$ cat config.mk
export PLATFORM = sky130hd
export DESIGN_NAME = mod_enc_keyexpand_flat
export DESIGN_NICKNAME = d
export VERILOG_FILES = /design/src/rtl/mod_enc_keyexpand_if.sv /design/src/rtl/mod_enc_keyexpand.sv /design/src/flat_wrapper.sv
export SDC_FILE = /design/constraint.sdc
export NUM_CORES = 2
export LEC_CHECK = 0
export CORE_MARGIN = 4
export CORE_UTILIZATION = 50
export DETAILED_ROUTE_END_ITERATION = 7
export GPL_TIMING_DRIVEN = 0
export PLACE_DENSITY = 0.8
export SYNTH_ARGS = -nofsm -noshare
export SYNTH_HDL_FRONTEND = slang
export SYNTH_SLANG_ARGS = --single-unit
$ cat constraint.sdc
create_clock -name clk -period 30.5 [get_ports clk]
set_input_delay 9.15 -clock clk [delete_from_list [all_inputs] [get_ports clk]]
set_output_delay 9.15 -clock clk [all_outputs]
set_load 0.05 [all_outputs]
$ cat src/rtl/mod_enc_keyexpand_if.sv
// Bus bundle for the AES-256 key expander: start/key in, round-key stream out,
// and the optional round-key cache read port.
interface mod_enc_keyexpand_if;
    logic         start;
    logic [255:0] key;
    logic [127:0] rk;
    logic         rk_valid;
    logic         rk_ready;
    logic [3:0]   rk_idx;
    logic         busy;
    logic         done;
    logic         rk_rd;
    logic [3:0]   rk_sel;
    logic [127:0] rk_rd_data;

    modport master (output start, key, rk_ready, rk_rd, rk_sel,
                    input  rk, rk_valid, rk_idx, busy, done, rk_rd_data);
    modport slave  (input  start, key, rk_ready, rk_rd, rk_sel,
                    output rk, rk_valid, rk_idx, busy, done, rk_rd_data);
endinterface

$ cat src/rtl/mod_enc_keyexpand.sv
// AES-256 key expander streaming 15 round keys over a valid/ready handshake.
// Define KEYEXPAND_CACHE_EN to add a 15-entry round-key cache readable in DONE.
module mod_enc_keyexpand (
    input  logic               clk,
    input  logic               resetn,
    mod_enc_keyexpand_if.slave bus
);
    typedef enum logic [1:0] {ST_IDLE, ST_EXPAND, ST_DONE} state_t;

    state_t             r_state;
    state_t             w_state_nxt;
    logic [7:0][31:0]   r_win;
    logic [127:0]       r_rk;
    logic [3:0]         r_idx;
    logic               w_load;
    logic               w_hs;
    logic [3:0]         w_rnd;
    logic               w_even;
    logic [7:0]         w_rcon;
    logic [31:0]        w_sub_in;
    logic [31:0]        w_sub_out;
    logic [31:0]        w_temp;
    logic [3:0][31:0]   w_new;

    // GF(2^8) multiply modulo x^8 + x^4 + x^3 + x + 1.
    function automatic logic [7:0] gf_mul(input logic [7:0] a, input logic [7:0] b);
        logic [7:0] p;
        logic [7:0] x;
        // NOTE: function-local temporaries use blocking '='; only clocked state uses '<='.
        p = 8'h00;
        x = a;
        for (int i = 0; i < 8; i++) begin
            if (b[i]) p = p ^ x;
            x = {x[6:0], 1'b0} ^ (x[7] ? 8'h1b : 8'h00);
        end
        return p;
    endfunction

    // S-box: inverse as a^254 (zero maps to zero), then the affine transform.
    function automatic logic [7:0] sbox(input logic [7:0] a);
        logic [7:0] sq;
        logic [7:0] inv;
        sq  = a;
        inv = 8'h01;
        for (int i = 0; i < 7; i++) begin
            sq  = gf_mul(sq, sq);
            inv = gf_mul(inv, sq);
        end
        return inv ^ {inv[6:0], inv[7]} ^ {inv[5:0], inv[7:6]}
                   ^ {inv[4:0], inv[7:5]} ^ {inv[3:0], inv[7:4]} ^ 8'h63;
    endfunction

    always_ff @(posedge clk or negedge resetn) begin
        if (!resetn) r_state <= ST_IDLE;
        else         r_state <= w_state_nxt;
    end

    always_comb begin
        // NOTE: every output of this block gets a default first, so no path infers a latch.
        w_state_nxt = r_state;
        w_load      = 1'b0;
        w_hs        = 1'b0;
        case (r_state)
            ST_IDLE, ST_DONE: begin
                if (bus.start) begin
                    w_state_nxt = ST_EXPAND;
                    w_load      = 1'b1;
                end
            end
            ST_EXPAND: begin
                w_hs = bus.rk_ready;
                if (bus.rk_ready && r_idx == 4'd14) w_state_nxt = ST_DONE;
            end
            default: w_state_nxt = ST_IDLE;
        endcase
    end

    assign bus.rk_valid = (r_state == ST_EXPAND);
    assign bus.busy     = (r_state == ST_EXPAND);
    assign bus.done     = (r_state == ST_DONE);
    assign bus.rk       = r_rk;
    assign bus.rk_idx   = r_idx;

    // Even rounds start a new 8-word block: rotate and add Rcon; odd rounds only substitute.
    always_comb begin
        w_rnd  = r_idx + 4'd1;
        w_even = ~w_rnd[0];
        case (w_rnd[3:1])
            3'd1:    w_rcon = 8'h01;
            3'd2:    w_rcon = 8'h02;
            3'd3:    w_rcon = 8'h04;
            3'd4:    w_rcon = 8'h08;
            3'd5:    w_rcon = 8'h10;
            3'd6:    w_rcon = 8'h20;
            3'd7:    w_rcon = 8'h40;
            default: w_rcon = 8'h00;
        endcase
        w_sub_in = w_even ? {r_win[7][7:0], r_win[7][31:8]} : r_win[7];
        for (int j = 0; j < 4; j++) w_sub_out[8*j +: 8] = sbox(w_sub_in[8*j +: 8]);
        w_temp   = w_sub_out ^ (w_even ? {24'h000000, w_rcon} : 32'h00000000);
        w_new[0] = r_win[0] ^ w_temp;
        w_new[1] = r_win[1] ^ w_new[0];
        w_new[2] = r_win[2] ^ w_new[1];
        w_new[3] = r_win[3] ^ w_new[2];
    end

    always_ff @(posedge clk or negedge resetn) begin
        if (!resetn) begin
            r_win <= '0;
            r_rk  <= '0;
            r_idx <= '0;
        end else if (w_load) begin
            r_win <= bus.key;
            r_rk  <= bus.key[127:0];
            r_idx <= 4'd0;
        end else if (w_hs && r_idx != 4'd14) begin
            r_idx <= r_idx + 4'd1;
            if (r_idx == 4'd0) begin
                r_rk <= r_win[7:4];
            end else begin
                r_rk  <= w_new;
                r_win <= {w_new, r_win[7:4]};
            end
        end
    end

`ifdef KEYEXPAND_CACHE_EN
    logic [127:0] r_cache [15];
    logic [127:0] r_rd_data;

    // NOTE: the storage array is deliberately not reset; the read register alone guards its output.
    always_ff @(posedge clk) begin
        if (w_hs) r_cache[r_idx] <= r_rk;
    end

    always_ff @(posedge clk or negedge resetn) begin
        if (!resetn) begin
            r_rd_data <= '0;
        end else if (r_state == ST_DONE && bus.rk_rd) begin
            r_rd_data <= (bus.rk_sel <= 4'd14) ? r_cache[bus.rk_sel] : '0;
        end
    end

    assign bus.rk_rd_data = r_rd_data;
`else
    logic w_unused_rd;
    assign w_unused_rd    = ^{bus.rk_rd, bus.rk_sel};
    assign bus.rk_rd_data = '0;
`endif

endmodule

$ cat src/flat_wrapper.sv
// flat-port wrapper written by rule: the top's interface ports become plain ports
module mod_enc_keyexpand_flat 
  (clk, resetn, bus_start, bus_key, bus_rk_ready, bus_rk_rd, bus_rk_sel, bus_rk, bus_rk_valid, bus_rk_idx, bus_busy, bus_done, bus_rk_rd_data);
  mod_enc_keyexpand_if bus_i ();
  input  logic clk;
  input  logic resetn;
  input wire logic [$bits(bus_i.start)-1:0] bus_start;
  input wire logic [$bits(bus_i.key)-1:0] bus_key;
  input wire logic [$bits(bus_i.rk_ready)-1:0] bus_rk_ready;
  input wire logic [$bits(bus_i.rk_rd)-1:0] bus_rk_rd;
  input wire logic [$bits(bus_i.rk_sel)-1:0] bus_rk_sel;
  output wire logic [$bits(bus_i.rk)-1:0] bus_rk;
  output wire logic [$bits(bus_i.rk_valid)-1:0] bus_rk_valid;
  output wire logic [$bits(bus_i.rk_idx)-1:0] bus_rk_idx;
  output wire logic [$bits(bus_i.busy)-1:0] bus_busy;
  output wire logic [$bits(bus_i.done)-1:0] bus_done;
  output wire logic [$bits(bus_i.rk_rd_data)-1:0] bus_rk_rd_data;
  assign bus_i.start = bus_start;
  assign bus_i.key = bus_key;
  assign bus_i.rk_ready = bus_rk_ready;
  assign bus_i.rk_rd = bus_rk_rd;
  assign bus_i.rk_sel = bus_rk_sel;
  assign bus_rk = bus_i.rk;
  assign bus_rk_valid = bus_i.rk_valid;
  assign bus_rk_idx = bus_i.rk_idx;
  assign bus_busy = bus_i.busy;
  assign bus_done = bus_i.done;
  assign bus_rk_rd_data = bus_i.rk_rd_data;
  mod_enc_keyexpand u_core (.clk(clk), .resetn(resetn), .bus(bus_i));
endmodule
==> results by group <==
Cells and area
  • Share of final-layout standard cells stronger than drive strength 1: 0.0761
  • Final standard cell utilization of the core: 0.559
  • Final net count: 10300
  • Layout overhead on the synthesized area: 10.8%

GRT
  • Global-route wire length before repair: 437 mm
  • Total global routing overflow: 0
  • Number of global-route vias before repair: 71500
  • Number of antenna violations at the first check in global routing: 17
  • Largest net degree at the start of global routing: 120
  • Global-route usage over all layers: 0.346

Synthesis
  • Post-synth top area share: 0.175
  • EDFF count, synth: 0
  • Cells after synthesis: 9452
  • Async set-reset flop share out of synthesis: 1.00
  • Top cells by instance count after synthesis: sky130_fd_sc_hd__xnor2_1, sky130_fd_sc_hd__nand2_1, sky130_fd_sc_hd__nor2_1
  • Synth unique cells: 124
  • Most instantiated library cell after synthesis: sky130_fd_sc_hd__xnor2_1
  • Flops & latches, synth: 390
  • Yosys warnings: 0
  • Fraction of the yosys area taken by sequential cells: 0.127
  • Post-Syn Area per Cell: 8.12 um2
  • Top FF cell, synth: sky130_fd_sc_hd__dfrtp_1
  • Post-Syn Area: 76800 um2
  • Post-synthesis cell type with the largest combined area: sky130_fd_sc_hd__xnor2_1
  • Most area-consuming cells after synthesis: sky130_fd_sc_hd__xnor2_1, sky130_fd_sc_hd__dfrtp_1, sky130_fd_sc_hd__xnor3_1, sky130_fd_sc_hd__nand2_1, sky130_fd_sc_hd__nor2_1

Setup path
  • Most frequent cell on the critical path: sky130_fd_sc_hd__xnor2_1
  • Largest fanout on the critical path: 10
  • Biggest cell delay along the critical path: 820 ps
  • Endpoint class of the critical path: flop
  • Crit path launch type: flop
  • Launching point of the worst reg2reg path: u_core.bus.rk_idx[0]
  • First element of the critical path: u_core.bus.rk_idx[0]
  • Crit path buf inv count: 21
  • Cell family with most CP delay: XOR/XNOR gates
  • Worst Setup Path Type: flop to flop
  • Data arrival at the endpoint of the critical path: 22770 ps
  • Cell with the largest stage delay on the worst path: sky130_fd_sc_hd__xnor3_1
  • Worst endpoint required time: 30950 ps

Clocking
  • Number of buffers inserted during clock tree synthesis: 35
  • CTS tree: done
  • Resize count post-CTS: 0
  • Post-CTS setup-driven buffer insertion count: 0
  • CTS root buffer: sky130_fd_sc_hd__clkbuf_16
  • Maximum number of buffers from clock root to sink: 3
  • # clock sinks: 390
  • Clk_lat worst skew: 580 ps
  • Clock transition at the registers of the reported paths: 80 ps
  • Htree depth: 2
  • CTS Hold Buffers Added: 0

STA
  • Min cycle time layout: 22320 ps
  • Hold Vio Cnt, Final: 0
  • RSZ-0062 raised after global routing: no
  • Crit share post-route: 0.732
  • Slew at the pin closest to its max-slew limit: 1510 ps
  • Final worst slack: 8180 ps
  • Skew final: 37.5 ps
  • Highest clock rate: 44.8 MHz
  • Number of setup violations in the final report: 0
  • Final number of max-transition violations: 11
  • Final setup TNS: 0 ps
  • Headroom to the max-slew limit: -0.00661

Detailed routing
  • Initial DRC count: 10500
  • Final ANT Viol Nets: 0
  • DR DRC count: 4
  • Detail-routed net length per standard cell: 24.0 um
  • Total wire length: 290 mm
  • Total iterations of the first detailed-routing run: 8
  • Via count of the routed design: 75900
  • Avg Vias per Cell: 6.28

Die
  • Placeable core area: 152000 um2
  • Number of primary I/O pins: 528
  • Full die area: 160000 um2
  • Die outline width: 400 um
  • Effective utilization at floorplan: 0.504
  • Site row count: 143
  • Overall die height: 400 um

Placed design
  • Number of buffers added on ports: 394
  • GPL Wtd Cong: 1.04
  • Dpl ws: 8950 ps
  • Half-perimeter wire length after placement: 227 mm

Hold path
  • Min-delay src: u_core.r_win[29]
  • Hold WC Path Type: flop to flop

Status
  • Violations in the final reports: design-rule violations, max-capacitance violations, max-slew violations
  • Result of the run: finished, violations left

Run
  • Max-cap violation count: 2
-- layout by cell type (no fill, tap or decap), types with 293 or more instances in the layout --
master	count
sky130_fd_sc_hd__clkbuf_1	404
sky130_fd_sc_hd__a22oi_1	329
sky130_fd_sc_hd__nand2_1	1122
sky130_fd_sc_hd__xor2_1	453
sky130_fd_sc_hd__o21ai_0	445
sky130_fd_sc_hd__mux2i_1	293
sky130_fd_sc_hd__xnor3_1	401
sky130_fd_sc_hd__clkdlybuf4s50_1	393
sky130_fd_sc_hd__xnor2_1	1533
sky130_fd_sc_hd__a21oi_1	415
sky130_fd_sc_hd__nor2_1	1104
sky130_fd_sc_hd__dfrtp_1	390
-- path summary, 6_finish.rpt --
check | slack, ps | to | cells past startpoint
setup reg to reg | 8180 | u_core.r_win[232] | 66
hold / removal | 500 | u_core.r_win[29] | 2
min in group asynchronous | 8550 | u_core.r_win[180] | 1
hold reg to reg | 500 | u_core.r_win[29] | 2
setup / recovery | 8180 | u_core.r_win[232] | 66
max in group asynchronous | 20440 | u_core.bus.rk[67] | 3
-- cells by family after synthesis --
group / synth area share
simple gates: 0.172
fa+ha+maj: 0.00398
xor+xnor: 0.409
other cells: 0.0000488
buf+inv: 0.0568
compound gates: 0.178
mux: 0.0527
flops: 0.127
-- layer usage --
| metal | track usage | part of all wire | wire (um) | up-vias |
|---|---|---|---|---|
| li1 | - | - | - | 33800 |
| met1 | 0.448 | 0.38 | 111000 | 36200 |
| met2 | 0.550 | 0.44 | 129000 | 4946 |
| met3 | 0.0656 | 0.11 | 31300 | 922 |
| met4 | 0.182 | 0.064 | 18700 | 12 |
| met5 | 0 | 0.00023 | 68 | - |
-- stage by stage --
stage	instances	hold slack, ps	cell area (um2)
2_1_floorplan	9579	459	77300
3_3_place_gp	12000	471	83800
3_5_place_dp	12000	481	83800
4_1_cts	12100	495	85000
5_1_grt	12100	517	85100
6_report	12100	496	85100
-- cell type report --
cell class | instances | area [um2]
antenna | 6 | 15.0
buffer | 779 | 4030
clock buffer | 47 | 981
clock inverter | 16 | 204
fill | 14000 | 67200
inverter | 88 | 338
multi-input combinational | 8322 | 63200
sequential | 390 | 9760
tap | 2030 | 2540
timing repair buffer | 398 | 4060
-- sequential cells by signal, summed over array words and instances, names as in the netlist --
signal	flops
u_core.bus.rk	128
u_core.bus.rk_idx	4
u_core.r_state	2
u_core.r_win	256
-- worst register-to-register path, delay by kind of cell (launching register included) --
kind / cells / cell delay (ps)
xor gates and xnor gates: 21 / 9400
buffers and inverters: 21 / 6650
AOI/OAI and AO/OA: 12 / 2740
adders and majority gates: 4 / 1490
and+or+nand+nor: 6 / 780
muxes: 2 / 660
DFF: 1 / 440
Power is not shown: default switching activity piles up to over one toggle a cycle in this logic, so the estimate is an artifact.
